[src/rtl/boot_pkg.sv]
// rtl/boot_pkg.sv - shared types and constants for the UART boot loader
package boot_pkg;

  typedef enum logic [2:0] {
    RESET_EXIT,
    WAIT_MAGIC,
    LEN,
    DATA,
    CHECK,
    ACK,
    NAK,
    DONE
  } boot_state_e;

  typedef enum logic [1:0] {
    F_POLL,
    F_POP,
    F_GAP
  } fetch_state_e;

  localparam logic [7:0] BOOT_MAGIC = 8'hB0;
  localparam logic [7:0] BOOT_ACK   = 8'h06;
  localparam logic [7:0] BOOT_NAK   = 8'h15;

  localparam logic [1:0] UART_REG_BAUD   = 2'b00;
  localparam logic [1:0] UART_REG_STATUS = 2'b01;
  localparam logic [1:0] UART_REG_RXDATA = 2'b10;
  localparam logic [1:0] UART_REG_TXDATA = 2'b11;

  // Little-endian accumulation: the newest byte enters at the top.
  function automatic logic [31:0] shift_in_byte(input logic [31:0] acc, input logic [7:0] b);
    return {b, acc[31:8]};
  endfunction

endpackage

[src/rtl/uart_byte_fetch.sv]
// rtl/uart_byte_fetch.sv - polls UART status and pops one RX byte at a time
module uart_byte_fetch
  import boot_pkg::*;
#(
  parameter int BusDataWidth = 32
) (
  input  logic                    clk_i,
  input  logic                    rst_i,
  input  logic                    req_i,
  input  logic [BusDataWidth-1:0] bus_rdata_i,
  output logic [1:0]              offset_o,
  output logic [7:0]              byte_o,
  output logic                    byte_vld_o
);

  fetch_state_e state, state_d;
  logic         unused_rdata;

  assign unused_rdata = ^bus_rdata_i[BusDataWidth-1:8];

  always_ff @(posedge clk_i or posedge rst_i) begin
    if (rst_i) begin
      state      <= F_POLL;
      byte_o     <= 8'h00;
      byte_vld_o <= 1'b0;
    end else begin
      state      <= state_d;
      byte_vld_o <= (state == F_POP);
      if (state == F_POP) begin
        byte_o <= bus_rdata_i[7:0];
      end
    end
  end

  // The gap cycle lets the consumer react to byte_vld before the next poll,
  // so a state change (e.g. into ACK) never races a fresh pop.
  always_comb begin
    state_d  = state;
    offset_o = UART_REG_STATUS;
    case (state)
      F_POLL: begin
        if (req_i && bus_rdata_i[0]) begin
          state_d = F_POP;
        end
      end
      F_POP: begin
        offset_o = UART_REG_RXDATA;
        state_d  = F_GAP;
      end
      F_GAP:   state_d = F_POLL;
      default: state_d = F_POLL;
    endcase
  end

endmodule

[src/rtl/uart_boot_loader.sv]
// rtl/uart_boot_loader.sv - loads a framed program image over UART into IMEM and releases the core
module uart_boot_loader
  import boot_pkg::*;
#(
  parameter int                    BusDataWidth  = 32,
  parameter int                    ImemAddrWidth = 12,
  parameter logic [BusDataWidth-1:0] UartBase    = '0,
  parameter int unsigned           TimeoutCycles = 5_000_000
) (
  input  logic                     clk_i,
  input  logic                     rst_i,
  input  logic                     boot_en_i,
  output logic                     bus_wr_en_o,
  output logic [BusDataWidth-1:0]  bus_addr_o,
  output logic [BusDataWidth-1:0]  bus_wdata_o,
  input  logic [BusDataWidth-1:0]  bus_rdata_i,
  output logic                     imem_we_o,
  output logic [ImemAddrWidth-1:0] imem_addr_o,
  output logic [BusDataWidth-1:0]  imem_wdata_o,
  output logic                     cpu_rst_o,
  output logic                     done_o,
  output logic                     error_o
);

  localparam int          Bytes    = BusDataWidth / 8;
  localparam int          IdxW     = $clog2(Bytes);
  localparam int          CntW     = ImemAddrWidth + 1;
  localparam logic [31:0] MaxWords = 32'(1) << ImemAddrWidth;

  boot_state_e             state, state_d;
  logic [1:0]              fetch_off, off;
  logic [7:0]              rx_byte;
  logic                    byte_vld;
  logic                    req;
  logic [IdxW-1:0]         byte_idx;
  logic [31:0]             len_q, len_full;
  logic [BusDataWidth-1:0] word_q, word_full;
  logic [7:0]              chk;
  logic [CntW-1:0]         word_cnt;
  logic [31:0]             tmo_cnt;
  logic                    tmo_active, tmo_hit, tmo_fire;
  logic                    word_last, words_done, len_bad;
  logic                    unused_len;

  uart_byte_fetch #(.BusDataWidth(BusDataWidth)) u_fetch (
    .clk_i      (clk_i),
    .rst_i      (rst_i),
    .req_i      (req),
    .bus_rdata_i(bus_rdata_i),
    .offset_o   (fetch_off),
    .byte_o     (rx_byte),
    .byte_vld_o (byte_vld)
  );

  assign len_full   = shift_in_byte(len_q, rx_byte);
  assign len_bad    = (len_full == 32'd0) || (len_full > MaxWords);
  assign word_full  = {rx_byte, word_q[BusDataWidth-1:8]};
  assign word_last  = (byte_idx == IdxW'(Bytes - 1));
  assign words_done = ((word_cnt + CntW'(1)) == len_q[CntW-1:0]);
  assign unused_len = ^len_q[31:CntW];

  assign tmo_active = ((state == LEN) || (state == DATA) || (state == CHECK)) && (TimeoutCycles != 0);
  assign tmo_hit    = tmo_active && (tmo_cnt >= TimeoutCycles);
  // Expiry is held off while a byte is visible or about to be popped: the byte wins.
  assign tmo_fire   = tmo_hit && !byte_vld && (fetch_off == UART_REG_STATUS) && !bus_rdata_i[0];

  always_comb begin
    state_d     = state;
    req         = 1'b0;
    bus_wr_en_o = 1'b0;
    bus_wdata_o = '0;
    off         = fetch_off;
    case (state)
      RESET_EXIT: state_d = boot_en_i ? WAIT_MAGIC : DONE;
      WAIT_MAGIC: begin
        req = 1'b1;
        if (byte_vld && (rx_byte == BOOT_MAGIC)) state_d = LEN;
      end
      LEN: begin
        req = 1'b1;
        if (byte_vld) begin
          if (byte_idx[1:0] == 2'b11) state_d = len_bad ? NAK : DATA;
        end else if (tmo_fire) begin
          state_d = NAK;
        end
      end
      DATA: begin
        req = 1'b1;
        if (byte_vld) begin
          if (word_last && words_done) state_d = CHECK;
        end else if (tmo_fire) begin
          state_d = NAK;
        end
      end
      CHECK: begin
        req = 1'b1;
        if (byte_vld) begin
          state_d = (rx_byte == chk) ? ACK : NAK;
        end else if (tmo_fire) begin
          state_d = NAK;
        end
      end
      ACK: begin
        bus_wr_en_o = 1'b1;
        off         = UART_REG_TXDATA;
        bus_wdata_o = BusDataWidth'(BOOT_ACK);
        state_d     = DONE;
      end
      NAK: begin
        bus_wr_en_o = 1'b1;
        off         = UART_REG_TXDATA;
        bus_wdata_o = BusDataWidth'(BOOT_NAK);
        state_d     = WAIT_MAGIC;
      end
      DONE:    state_d = DONE;
      default: state_d = RESET_EXIT;
    endcase
  end

  assign bus_addr_o = UartBase | BusDataWidth'(off);

  always_ff @(posedge clk_i or posedge rst_i) begin
    if (rst_i) begin
      state        <= RESET_EXIT;
      byte_idx     <= '0;
      len_q        <= '0;
      word_q       <= '0;
      chk          <= 8'h00;
      word_cnt     <= '0;
      tmo_cnt      <= '0;
      imem_we_o    <= 1'b0;
      imem_addr_o  <= '0;
      imem_wdata_o <= '0;
      cpu_rst_o    <= 1'b1;
      done_o       <= 1'b0;
      error_o      <= 1'b0;
    end else begin
      state     <= state_d;
      imem_we_o <= 1'b0;

      if (byte_vld || !tmo_active) begin
        tmo_cnt <= '0;
      end else if (!tmo_hit) begin
        tmo_cnt <= tmo_cnt + 32'd1;
      end

      if (state_d == DONE) begin
        cpu_rst_o <= 1'b0;
        done_o    <= 1'b1;
      end

      if (state == NAK) error_o <= 1'b1;

      if (byte_vld) begin
        case (state)
          WAIT_MAGIC: begin
            if (rx_byte == BOOT_MAGIC) begin
              error_o  <= 1'b0;
              chk      <= 8'h00;
              word_cnt <= '0;
              byte_idx <= '0;
            end
          end
          LEN: begin
            len_q    <= len_full;
            byte_idx <= (byte_idx[1:0] == 2'b11) ? '0 : byte_idx + IdxW'(1);
          end
          DATA: begin
            word_q   <= word_full;
            chk      <= chk ^ rx_byte;
            byte_idx <= byte_idx + IdxW'(1);
            if (word_last) begin
              imem_we_o    <= 1'b1;
              imem_addr_o  <= word_cnt[ImemAddrWidth-1:0];
              imem_wdata_o <= word_full;
              word_cnt     <= word_cnt + CntW'(1);
            end
          end
          default: ;
        endcase
      end
    end
  end

endmodule

[config.mk]
export PLATFORM = sky130hd
export DESIGN_NAME = uart_boot_loader
export DESIGN_NICKNAME = d
export VERILOG_FILES = /design/src/rtl/boot_pkg.sv /design/src/rtl/uart_byte_fetch.sv /design/src/rtl/uart_boot_loader.sv
export SDC_FILE = /design/constraint.sdc
export NUM_CORES = 1
export LEC_CHECK = 0
export ABC_AREA = 1
export ABC_CLOCK_PERIOD_IN_PS = 5650
export BUFFER_PORTS_ARGS = -buffer_cell sky130_fd_sc_hd__buf_4
export CORE_ASPECT_RATIO = 0.75
export CORE_MARGIN = 4
export CORE_UTILIZATION = 58
export CTS_BUF_LIST = sky130_fd_sc_hd__clkbuf_4 sky130_fd_sc_hd__clkbuf_8
export CTS_CLUSTER_DIAMETER = 60
export DETAILED_ROUTE_END_ITERATION = 7
export GPL_TIMING_DRIVEN = 0
export PLACE_DENSITY = 0.93
export REMOVE_ABC_BUFFERS = 1
export SKIP_CTS_REPAIR_TIMING = 1
export SLEW_MARGIN = 40
export SYNTH_ARGS = -nofsm -noshare
export SYNTH_HDL_FRONTEND = slang
export SYNTH_SLANG_ARGS = --single-unit
[constraint.sdc]
create_clock -name clk_i -period 5.65 [get_ports clk_i]
set_input_delay 0.565 -clock clk_i [delete_from_list [all_inputs] [get_ports clk_i]]
set_output_delay 0.565 -clock clk_i [all_outputs]
set_load 0.02 [all_outputs]
# Word-level counts from Yosys, hierarchy flattened
# Index checks and enable logic that the tools add are counted.
# word_totals
word_cells	103
memories	0
ff_bits	181
out_inout_bits	113
latch_bits	0
romBits	0
mem_bits_rw	0
input_bits	35
# op_classes
n_reduce_logical	28
magnitude_cmp	2
n_addsub	3
n_shift	0
mul	0
n_div	0
n_eq_ne	18
bitwise	1
muxes	35
# ops
cell	n
two-way mux 32 bit	2
adder 32 x 1 -> 32 bit (second input constant)	1
>= comparator 32 x 23 -> 1 bit (second input constant)	1
> comparator 32 x 13 -> 1 bit (second input constant)	1
zero test 32 bit	1
two-way mux 3 bit	9
two-way mux 13 bit	2
case mux 13 bit (2 select lines)	1
case mux 3 bit (7 select lines)	1
case mux 8 bit (2 select lines)	1
== test 3 bit (second input constant)	5
adder 13 x 1 -> 13 bit (second input constant)	1
== test 13 bit	1
two-way mux 2 bit	6
case mux 5 bit (2 select lines)	1
two-way mux 1 bit	9
AND reduction 3 bit	3
== test 8 bit	1
== test 8 bit (second input constant)	1
two-way mux 8 bit	1
XOR 8 bit	1
logical AND 1 bit	7
== test 3 x 2 -> 1 bit (second input constant)	2
case mux 2 bit (3 select lines)	1
other kinds (17)	27

# Logic depth before layout (Yosys ltp)
# logic_depth
word_depth	11
depth_mapped	19
mapped_depth_nobuf	19

# Hierarchy
# A second synthesis with hierarchy kept.
# hier_totals
cells_unflattened	1015
area_unflattened_um2	8428.1
# modules_own_cells
module	seq_area_each_um2	instances	cells_per_inst	area_per_inst_um2
uart_boot_loader	4055.1	1	970	7987.7
uart_byte_fetch	275.3	1	45	440.4

# Worst setup path before layout
# Ideal clock, no wire load.
# synth_timing
path_type	flip-flop to flip-flop
start	register word_cnt[1]
end	register done_o
path_stages_with_launch	15
setup_time_ns	0.124
t_arrival_ns	1.750
period_less_slack_ns	1.873
setup_slack_ns	3.777
n_path_buf	0
required_ns	5.526
cell_sequence	dfrtp_1 ha_1 nand2_2 nor2_4 nand3_1 nand2_1 nand2_1 nand2_1 nand2_1 nor3_2 nand3_1 nand2_1 nand4_1 nor2_2 o21bai_1
# synth_via
elab_chain_cells	7
# synth_rtl
element	line_no	rtl
from (decl)	uart_boot_loader.sv:39	logic [CntW-1:0] word_cnt;
from (signal assigned)	uart_boot_loader.sv:176	word_cnt <= word_cnt + CntW'(1);
adder 13 x 1 -> 13 bit	uart_boot_loader.sv:59	assign words_done = ((word_cnt + CntW'(1)) == len_q[CntW-1:0]);
== test 13 bit	uart_boot_loader.sv:59	
logical AND 1 bit	uart_boot_loader.sv:90	if (word_last && words_done) state_d = CHECK;
two-way mux 3 bit	uart_boot_loader.sv:90	
two-way mux 3 bit	uart_boot_loader.sv:89	if (byte_vld) begin
case mux 3 bit (7 select lines)	uart_boot_loader.sv:73	case (state)
== test 3 bit	uart_boot_loader.sv:147	if (state_d == DONE) begin
to (signal assigned)	uart_boot_loader.sv:135	done_o <= 1'b0;
to (signal assigned)	uart_boot_loader.sv:149	done_o <= 1'b1;
to (decl)	uart_boot_loader.sv:21	output logic done_o,
# No other way between the ends.
# A chain may end at the register's enable or synchronous reset.

# Final worst setup path
# layout_timing
start	register u_fetch.byte_o[1]
end	register word_cnt[7]
# layout_via
elab_chain_cells	3
# layout_rtl
element	line_no	rtl
from (decl)	uart_byte_fetch.sv:12	output logic [7:0] byte_o,
from (signal assigned)	uart_byte_fetch.sv:30	byte_o <= bus_rdata_i[7:0];
== test 8 bit	uart_boot_loader.sv:157	if (rx_byte == BOOT_MAGIC) begin
!= test 2 bit (no line)	--	
AND reduction 4 bit (no line)	--	
# No other way between the ends.

==> impl_metrics.tcl <==
set metrics [dict create \
    path_class "reg -> reg" \
    timing.critical_path.mode_cell "inv_1" \
    antennaDiodeCount 0 \
    timing.final.crit_share 0.490 \
    placed_area_um2 8730 \
    yosysMostFrequentCell "nand2_1" \
    synthMuxAreaShare 0.00667 \
    cp-end-kind "flip-flop" \
    synth_edf_count 0 \
    avgSynthCellArea_um2 8.37 \
    worstSkewPairLatency_ns 0.47 \
    numClockSinks 173 \
    yosys.area.top_type "dfrtp_1" \
    min_period_ns 2.77 \
    synth_flop_cell "dfrtp_1" \
    num-fill-cells 1083 \
    num_rows 37 \
    register_area_um2 4330 \
    status "finished, final reports clean" \
    path_cells "inv_1 -> nand4_1 -> nor3_1 -> nor2_1 -> inv_1 -> nand3_1 -> a21oi_2 -> o22ai_1" \
    synthesis.area_um2 8250 \
    hpwlAfterDp_mm 12.2 \
    nets 1080 \
    slew_viol_final 0 \
    worst-slew-pin-transition_ns 0.741 \
    clock_path_buffers 2 \
    yosys.area_share.simple 0.207 \
    ant_nets 0 \
    vias 6536 \
    synthXorXnorAreaFrac 0.0135 \
    finalHoldViolCount 0 \
    setup_violations 0 \
    fin_setup_tns_ns 0 \
    crit_buf_inv 2 \
    synthAdderAreaFrac 0.00607 \
    pre_cts_slack_ns 2.94 \
    die_area_um2 16200 \
    grt_pass1_wl_mm 29.7 \
    maxCapViolCount 0 \
    dieHeight_um 111 \
    arrival_ns 3.08 \
    rsz0062_at_grt "false" \
    cts_tree "yes" \
    cp.required_ns 5.96 \
    start_util 0.596 \
    peakVddDrop_v 0.000153 \
    drc 0 \
    antenna_found_initial 0 \
    post_drt_wl_per_cell_um 14.3 \
    first_iter_violations 550 \
    crit_slowest_cell "a21oi_2" \
    gp_congestion 0.918 \
    die_w_um 146 \
    cp_top_family "simple AND/OR/NAND/NOR gates" \
    finish.instance_area_um2 9160 \
    core-area_um2 13800 \
    cp_max_fo 17 \
    first_global_vias 6166 \
    synthArstFlopShare 1.00 \
    wl_mm 17.6 \
    synth-compound-area-share 0.116 \
    finalClockSkew_ns 0.0105 \
    dp_cells 1197 \
    root_buffer "clkbuf_8" \
    finalNonFillerCells 1229 \
    cts.clk_slew.worst_paths_ns 0.09 \
    htreeDepth 4 \
    grt_max_degree 85 \
    leakagePower_nw 4.37 \
    via_per_inst 5.32 \
    grt_usage 0.224 \
    ys_ff_latch 173 \
    grt-ovfl-total 0 \
    synth_top_area_frac 0.522 \
    multi_input_area_um2 3130 \
    path_depth 8 \
    drive_gt1_frac 0.127 \
    r2r_cells 8 \
    power_density_nw_per_um2 243 \
    synth_top_family_by_area "simple AND/OR/NAND/NOR gates" \
    portBuffers 65 \
    critPathMaxStageDelay_ns 0.77 \
    ys_seq_area_frac 0.525 \
    synth_area_leaders "dfrtp_1, nand2_1, o21ai_0" \
    yosysWarnings 0 \
    synth.distinct_cells 40 \
    cts_made_buffers 17 \
    syn-instance-count 985 \
    setup_ws_ns 2.88 \
    synth.top_cells.by_count "nand2_1, dfrtp_1, o21ai_0" \
    whs_ns 0.0209 \
    start_kind "flip-flop" \
    dr.pass1.iters 8 \
    max_freq_mhz 361 \
    relSlewSlack 0.506 \
    io_pins 148 \
    holdCritPathClass "in -> async" \
    syn_to_final_growth_pct 11.0 \
]
## path summary, 6_finish.rpt
path | start | to | slack [ns]
max | u_fetch.byte_o[1] | word_cnt[7] | 2.88
min | rst_i | imem_wdata_o[9] | 0.02
max reg2reg | u_fetch.byte_o[1] | word_cnt[7] | 2.88
min reg2reg | cpu_rst_o | cpu_rst_o | 0.45
max in group asynchronous | rst_i | u_fetch.byte_o[4] | 4.97
min in group clk_i | bus_rdata_i[3] | u_fetch.byte_o[3] | 0.30
## kinds of logic (layout without fill, tap and decap cells)
group           Yosys count  after routing
simple gates            400            400
buf+inv                 212            224
compound gates          179            179
flops                   173            173
xor+xnor                 11             11
mux                       5              5
fa+ha+maj                 4              4
other cells               1             58
## where the power goes
part / internal, mW / switching [mW] / total [mW]
combinational: 0.00881 / 0.0605 / 0.0693
clock: 0.456 / 0.459 / 0.915
sequential: 1.24 / 0 / 1.24
## routing by layer
layer | share of wire | vias to the layer above | GRT usage
met2 | 0.45 | 268 | 0.327
met1 | 0.45 | 3069 | 0.330
li1 | - | 3164 | -
met3 | 0.083 | 35 | 0.0576
met5 | 0 | - | 0
met4 | 0.020 | 0 | 0.0708
## area by class of cell
class,instances,share of cell area
Inverter,123,0.0513
Sequential cell,173,0.473
Timing Repair Buffer,69,0.0645
Clock buffer,19,0.0279
Tap cell,175,0.0239
Clock inverter,13,0.0180
Multi-Input combinational cell,657,0.341
## worst reg2reg max path: cells and delay by family, from the launching register on
kind            cells  cell delay, ns
simple gates        4            1.03
flops               1            0.41
compound gates      2            0.94
buf+inv             2            0.24
## placed cells by master (no fill, tap or decap), types with 2 or more instances in the layout
cell type / instances
ha_1: 4
nor2_4: 5
clkbuf_8: 18
clkinv_2: 3
inv_2: 3
a211oi_1: 5
nor2_1: 74
clkinvlp_4: 3
o21ai_1: 2
nor3_1: 18
o31ai_1: 9
mux2_2: 4
nor2_2: 3
xor2_1: 2
a21oi_1: 24
nand2_2: 8
xnor2_1: 8
buf_16: 3
o22ai_1: 11
buf_4: 65
bufinv_16: 3
inv_1: 119
clkinv_4: 2
nor4_1: 2
o21ai_0: 122
dfrtp_1: 172
and3_1: 2
or2_2: 2
nand4_1: 9
inv_8: 2
nand2_4: 2
conb_1: 58
nand3_1: 57
nand2_1: 215
## through the flow
stage	utilization	total power, mW
after floorplan	-	1.31
after global placement	0.621	1.33
after detailed placement	0.631	1.33
after CTS	0.661	2.23
after global routing	0.661	2.30
final	0.661	2.22
## registers in the layout (all words and copies together) (netlist names), 3 cells and up
register,flops
imem_wdata_o,32
len_q,32
tmo_cnt,32
word_q,24
word_cnt,13
imem_addr_o,12
chk,8
u_fetch.byte_o,8
state,3
Power figures use the tool's default switching activity.
